File: src/rtl/coax_link_pkg.sv
// coax_link_pkg: shared constants, FSM states and CRC-8 step for the coax link
package coax_link_pkg;
    localparam logic [7:0] SYNC_WORD = 8'hD5;
    localparam logic [7:0] CRC8_POLY = 8'h07;
    localparam logic [7:0] CRC8_INIT = 8'h00;
    typedef enum logic [1:0] {HUNT, PAYLOAD, CRC, SYNC_CHK} state_t;
    function automatic logic [7:0] crc8_step(input logic [7:0] c, input logic d);
        return {c[6:0], 1'b0} ^ ((c[7] ^ d) ? CRC8_POLY : 8'h00);
    endfunction
endpackage

File: src/rtl/crc8_serial.sv
// crc8_serial: bit-serial CRC-8 LFSR shared by framer and deframer
module crc8_serial
    import coax_link_pkg::*;
(
    input  logic       clk,
    input  logic       rst_n,
    input  logic       clr,
    input  logic       en,
    input  logic       din,
    output logic [7:0] crc
);
    // One LFSR step per enable; clear wins over enable
    always_ff @(posedge clk)
        if (!rst_n || clr) crc <= CRC8_INIT;
        else if (en) crc <= crc8_step(crc, din);
endmodule

File: src/rtl/coax_frame_deframer.sv
// coax_frame_deframer: sync hunt, payload/CRC-8 check, frame lock and error count
module coax_frame_deframer
    import coax_link_pkg::*;
#(
    parameter int DATA_W      = 24,
    parameter int LOCK_FRAMES = 4,
    parameter int MISS_MAX    = 3,
    parameter int ERR_CNT_W   = 16
) (
    input  logic                 clk_link,
    input  logic                 rst_n,
    input  logic                 bit_in,
    input  logic                 bit_valid,
    input  logic                 cdr_locked,
    output logic [DATA_W-1:0]    data_out,
    output logic                 data_valid,
    output logic                 crc_err,
    output logic                 frame_locked,
    output logic [ERR_CNT_W-1:0] err_cnt
);
    localparam int GW = $clog2(LOCK_FRAMES + 1);
    localparam int BW = $clog2(MISS_MAX + 1);
    state_t                state, next_st;
    logic [7:0]            sr, sr_nx, crc;
    logic [DATA_W-1:0]     payload;
    logic [5:0]            bit_cnt;
    logic [GW-1:0]         good_cnt, good_nx;
    logic [BW-1:0]         bad_cnt, bad_nx;
    logic [ERR_CNT_W-1:0]  err_nx;
    logic                  sync_ok, pay_last, byte_last, good_evt, bad_evt, drop, lock_nx;
    logic                  crc_clr, crc_en;

    crc8_serial u_crc (
        .clk   (clk_link),
        .rst_n (rst_n),
        .clr   (crc_clr),
        .en    (crc_en),
        .din   (bit_in),
        .crc   (crc)
    );

    // Per-bit compares, frame verdicts and counter next values
    always_comb begin
        sr_nx     = {sr[6:0], bit_in};
        sync_ok   = sr_nx == SYNC_WORD;
        pay_last  = bit_cnt == 6'(DATA_W - 1);
        byte_last = bit_cnt == 6'd7;
        good_evt  = byte_last && state == CRC && sr_nx == crc;
        bad_evt   = byte_last && (state == CRC ? sr_nx != crc : state == SYNC_CHK && !sync_ok);
        bad_nx    = bad_cnt + 1'b1;
        drop      = bad_evt && bad_nx == BW'(MISS_MAX);
        good_nx   = good_cnt == GW'(LOCK_FRAMES) ? good_cnt : good_cnt + 1'b1;
        err_nx    = &err_cnt ? err_cnt : err_cnt + 1'b1;
        lock_nx   = good_evt ? frame_locked || good_nx == GW'(LOCK_FRAMES) : frame_locked && !drop;
        next_st   = state == SYNC_CHK ? (drop ? HUNT : PAYLOAD) : (lock_nx ? SYNC_CHK : HUNT);
        crc_clr   = !cdr_locked || (bit_valid && (state == HUNT || state == SYNC_CHK));
        crc_en    = bit_valid && state == PAYLOAD;
    end

    // Frame FSM with lock/error tracking; CDR loss drops any frame in progress
    always_ff @(posedge clk_link) begin
        data_valid <= 1'b0;
        crc_err    <= 1'b0;
        if (!rst_n || !cdr_locked) begin
            state        <= HUNT;
            sr           <= '0;
            payload      <= '0;
            bit_cnt      <= '0;
            good_cnt     <= '0;
            bad_cnt      <= '0;
            frame_locked <= 1'b0;
            if (!rst_n) begin
                data_out <= '0;
                err_cnt  <= '0;
            end
        end else if (bit_valid) begin
            case (state)
                HUNT: begin
                    sr    <= sync_ok ? '0 : sr_nx;
                    state <= sync_ok ? PAYLOAD : HUNT;
                end
                PAYLOAD: begin
                    payload <= {payload[DATA_W-2:0], bit_in};
                    bit_cnt <= pay_last ? '0 : bit_cnt + 1'b1;
                    state   <= pay_last ? CRC : PAYLOAD;
                end
                default: begin
                    sr      <= byte_last ? '0 : sr_nx;
                    bit_cnt <= byte_last ? '0 : bit_cnt + 1'b1;
                    if (good_evt) begin
                        data_out   <= payload;
                        data_valid <= 1'b1;
                        good_cnt   <= good_nx;
                        bad_cnt    <= '0;
                    end
                    if (bad_evt) begin
                        crc_err  <= state == CRC;
                        err_cnt  <= err_nx;
                        good_cnt <= '0;
                        bad_cnt  <= drop ? '0 : bad_nx;
                    end
                    if (byte_last) begin
                        state        <= next_st;
                        frame_locked <= lock_nx;
                    end
                end
            endcase
        end
    end
endmodule

File: config.mk
export PLATFORM = sky130hd
export DESIGN_NAME = coax_frame_deframer
export DESIGN_NICKNAME = d
export VERILOG_FILES = /design/src/rtl/coax_link_pkg.sv /design/src/rtl/crc8_serial.sv /design/src/rtl/coax_frame_deframer.sv
export SDC_FILE = /design/constraint.sdc
export NUM_CORES = 1
export LEC_CHECK = 0
export ABC_AREA = 1
export CAP_MARGIN = 20
export CELL_PAD_IN_SITES_DETAIL_PLACEMENT = 1
export CELL_PAD_IN_SITES_GLOBAL_PLACEMENT = 1
export CORE_MARGIN = 2
export CORE_UTILIZATION = 35
export DETAILED_ROUTE_END_ITERATION = 7
export GPL_ROUTABILITY_DRIVEN = 0
export PLACE_DENSITY_LB_ADDON = 0.25
export REMOVE_ABC_BUFFERS = 1
export SLEW_MARGIN = 20
export SYNTH_ARGS = -nofsm -noshare
export SYNTH_HDL_FRONTEND = slang
export SYNTH_SLANG_ARGS = --single-unit
export TNS_END_PERCENT = 20
File: constraint.sdc
create_clock -name clk_link -period 2.8 [get_ports clk_link]
set_input_delay 0.56 -clock clk_link [delete_from_list [all_inputs] [get_ports clk_link]]
set_output_delay 0.56 -clock clk_link [all_outputs]
set_load 0.02 [all_outputs]
==> flow_metrics.py <==
metrics = {
    "critical_path": {
        "worstPathArrival_ps": 2290,
        "crit_type": "in -> reg",
        "reg2reg_depth": 10,
        "cp.required_ps": 2840,
        "crit_end": "err_cnt[8]",
        "r2r_slack_ps": 630,
        "cp-start-kind": "input port",
        "r2r-end": "err_cnt[8]",
        "startpoint": "bit_in",
        "path_max_fanout": 16,
        "r2r-start": "state[1]",
        "end_kind": "register",
    },
    "logic_synthesis": {
        "synth_cells": 525,
        "yosysTopAreaCellShare_pct": 27.3,
        "syn_avg_cell_area_um2": 8.38,
        "synth_edf_count": 40,
        "synth_top_cell_by_area": "edfxtp_1",
        "ys_ff_latch": 95,
        "synth.most_common_cell": "inv_1",
        "synth_area_leaders": "edfxtp_1 (27%), dfxtp_1 (25%), inv_1 (6.9%), a21oi_1 (6.4%), nand2_1 (6.1%)",
        "synth_area_um2": 4400,
        "synth_commonest_cells": "inv_1 (81), nand2_1 (72), nor2_1 (63), a21oi_1 (56), dfxtp_1 (55)",
        "async_flop_share_pct": 0,
        "yosysUniqueCellTypes": 40,
        "yosysSeqAreaShare_pct": 52.3,
        "yosys_most_used_dff": "dfxtp_1",
        "synth.yosys.warnings": 0,
    },
    "place": {
        "pre_cts_slack_ps": 168,
        "dp.final_hpwl_mm": 7.42,
        "portBuffers": 47,
    },
    "global_routing": {
        "grtUsageTotal_pct": 16.6,
        "grt_pass1_wl_mm": 17.4,
        "antenna_found_initial": 0,
        "grt-ovfl-total": 0,
        "grt_max_degree": 48,
        "grt_pass1_vias": 3691,
    },
    "timing": {
        "clock.fmax_ghz": 0.444,
        "fin_ws_ps": 548,
        "tightestPinTransition_ps": 513,
        "setup_tns_ps": 0,
        "setup_violations": 0,
        "rsz0062_at_grt": "false",
        "finalHoldViolations": 0,
        "slew_headroom_pct": 65.7,
        "drv_slew": 0,
        "final.min_clock_period_ps": 2250,
        "post-route-period-util_pct": 80.4,
        "finalClockSkew_ps": 8.59,
    },
    "run_status": {
        "outcome": "finished, final reports clean",
    },
    "pwr": {
        "leakagePower_uw": 0.00198,
        "power_density_nw_per_um2": 561,
        "ir_worst_vdd_v": 0.000226,
    },
    "routing": {
        "wirelength_mm": 10.2,
        "wire_per_inst_um": 13.6,
        "drt_iter0_drc": 108,
        "drc": 0,
        "vias": 3533,
        "antenna_left": 0,
        "via_per_inst": 4.73,
        "firstDrtPassIters": 4,
    },
    "clock_network": {
        "cts-root-buf": "clkbuf_16",
        "worst_setup_hold_path_clk_slew_ps": 70,
        "cts-htree-levels": 3,
        "insertion_delay_ps": 360,
        "cts_buffers": 9,
        "cts_tree": "yes",
        "postCtsSetupBuffers": 0,
        "cts_buffer_depth": 2,
        "hold_buffers": 0,
        "cts-resized-gates": 0,
        "clock_sinks": 95,
    },
    "layout": {
        "fin_util_pct": 44.3,
        "num_antenna_cells": 0,
        "nets": 588,
        "drive_above_1_share_pct": 9.84,
        "area_growth_pct": 22.5,
    },
    "floorplanning": {
        "die_w_um": 116,
        "die_height_um": 116,
        "start_util_pct": 36.2,
        "rows": 40,
        "ios": 48,
        "dieArea_um2": 13500,
        "coreArea_um2": 12200,
    },
    "run": {
        "maxCapViolations": 0,
    },
    "min_path": {
        "holdPathStages": 2,
        "hp-class": "reg -> reg",
    },
}
[logic make-up after synthesis]
| group | Yosys count | share of synthesized area [%] |
|---|---|---|
| flops | 95 | 52.3 |
| xor+xnor | 9 | 1.79 |
| buf+inv | 107 | 9.33 |
| compound gates | 118 | 14.0 |
| fa+ha+maj | 9 | 2.56 |
| simple gates | 187 | 20.0 |
[where the power goes]
| part | switching, uW | internal [uW] | leakage (uW) | total, uW |
|---|---|---|---|---|
| Clock | 555 | 730 | 0.000152 | 1290 |
| Combinational | 148 | 88.9 | 0.000967 | 237 |
| Sequential | 26.4 | 1480 | 0.000856 | 1500 |
[routing by layer]
layer | global-route usage, % | part of all wire [%] | vias up | wire [um]
li1 | - | - | 1787 | -
met1 | 18.9 | 44 | 1686 | 4460
met5 | 0 | 0 | - | 0
met2 | 30.1 | 51 | 45 | 5240
met4 | 6.98 | 2.1 | 0 | 211
met3 | 3.58 | 2.7 | 15 | 272
[final cells by class]
cell class	instances	area (um2)
clock inverters	6	72.6
multi-input cells	323	1690
clock buffers	10	239
fillers	1485	6770
repair buffers	54	536
well taps	168	210
inverters	91	343
flip-flops and latches	95	2300
[sequential cells by signal (all words and copies together), names as in the netlist]
signal,count
good_cnt,3
err_cnt,16
u_crc.crc,8
sr,7
payload,24
bit_cnt,6
state,2
data_out,24
crc_err,1
bad_cnt,2
frame_locked,1
data_valid,1
[worst max-delay path: stages]
cell	delay, ps
clkdlybuf4s50_1	550
nand2_1	140
nor2_1	60
nand2_2	80
nand2_2	70
a21oi_4	230
nand2_2	120
clkinv_1	90
o211ai_1	80
nand2_1	70
buf_4	240
[through the flow]
stage | power, uW | std cells | cell area, um2 | hold slack, ps
after detailed placement | 1770 | 731 | 5080 | 446
after global placement | 1760 | 731 | 5080 | 443
after CTS | 3060 | 747 | 5390 | 457
final | 3020 | 747 | 5390 | 458
after global routing | 3140 | 747 | 5390 | 496
after floorplan | 1670 | 509 | 4330 | 432
[layout by cell type (no fill, tap or decap), types with 3 or more instances in the layout]
master	synthesis	routed
inv_1	81	81
nand2_1	72	72
nor2_1	63	63
a21oi_1	56	56
dfxtp_1	55	55
o21ai_0	50	50
clkdlybuf4s50_1	0	47
edfxtp_1	40	40
nand3_1	11	11
nor3_1	10	10
ha_1	9	9
clkbuf_16	0	9
inv_2	8	8
xor2_1	6	6
buf_4	0	6
nand3_2	5	5
o21ai_1	5	5
nor2_2	4	4
nand2_2	4	4
nand4_1	3	3
o211ai_1	3	3
xnor2_1	3	3
[worst min-delay path by stage]
stage,startpoint,end,slack (ps)
after floorplan,payload[23],payload[23],430
after global placement,payload[23],payload[23],440
after detailed placement,payload[23],payload[23],450
after CTS,payload[23],payload[23],460
after global routing,payload[0],payload[0],500
final,payload[23],payload[23],460
No activity file was read; power rests on OpenSTA's default activity.
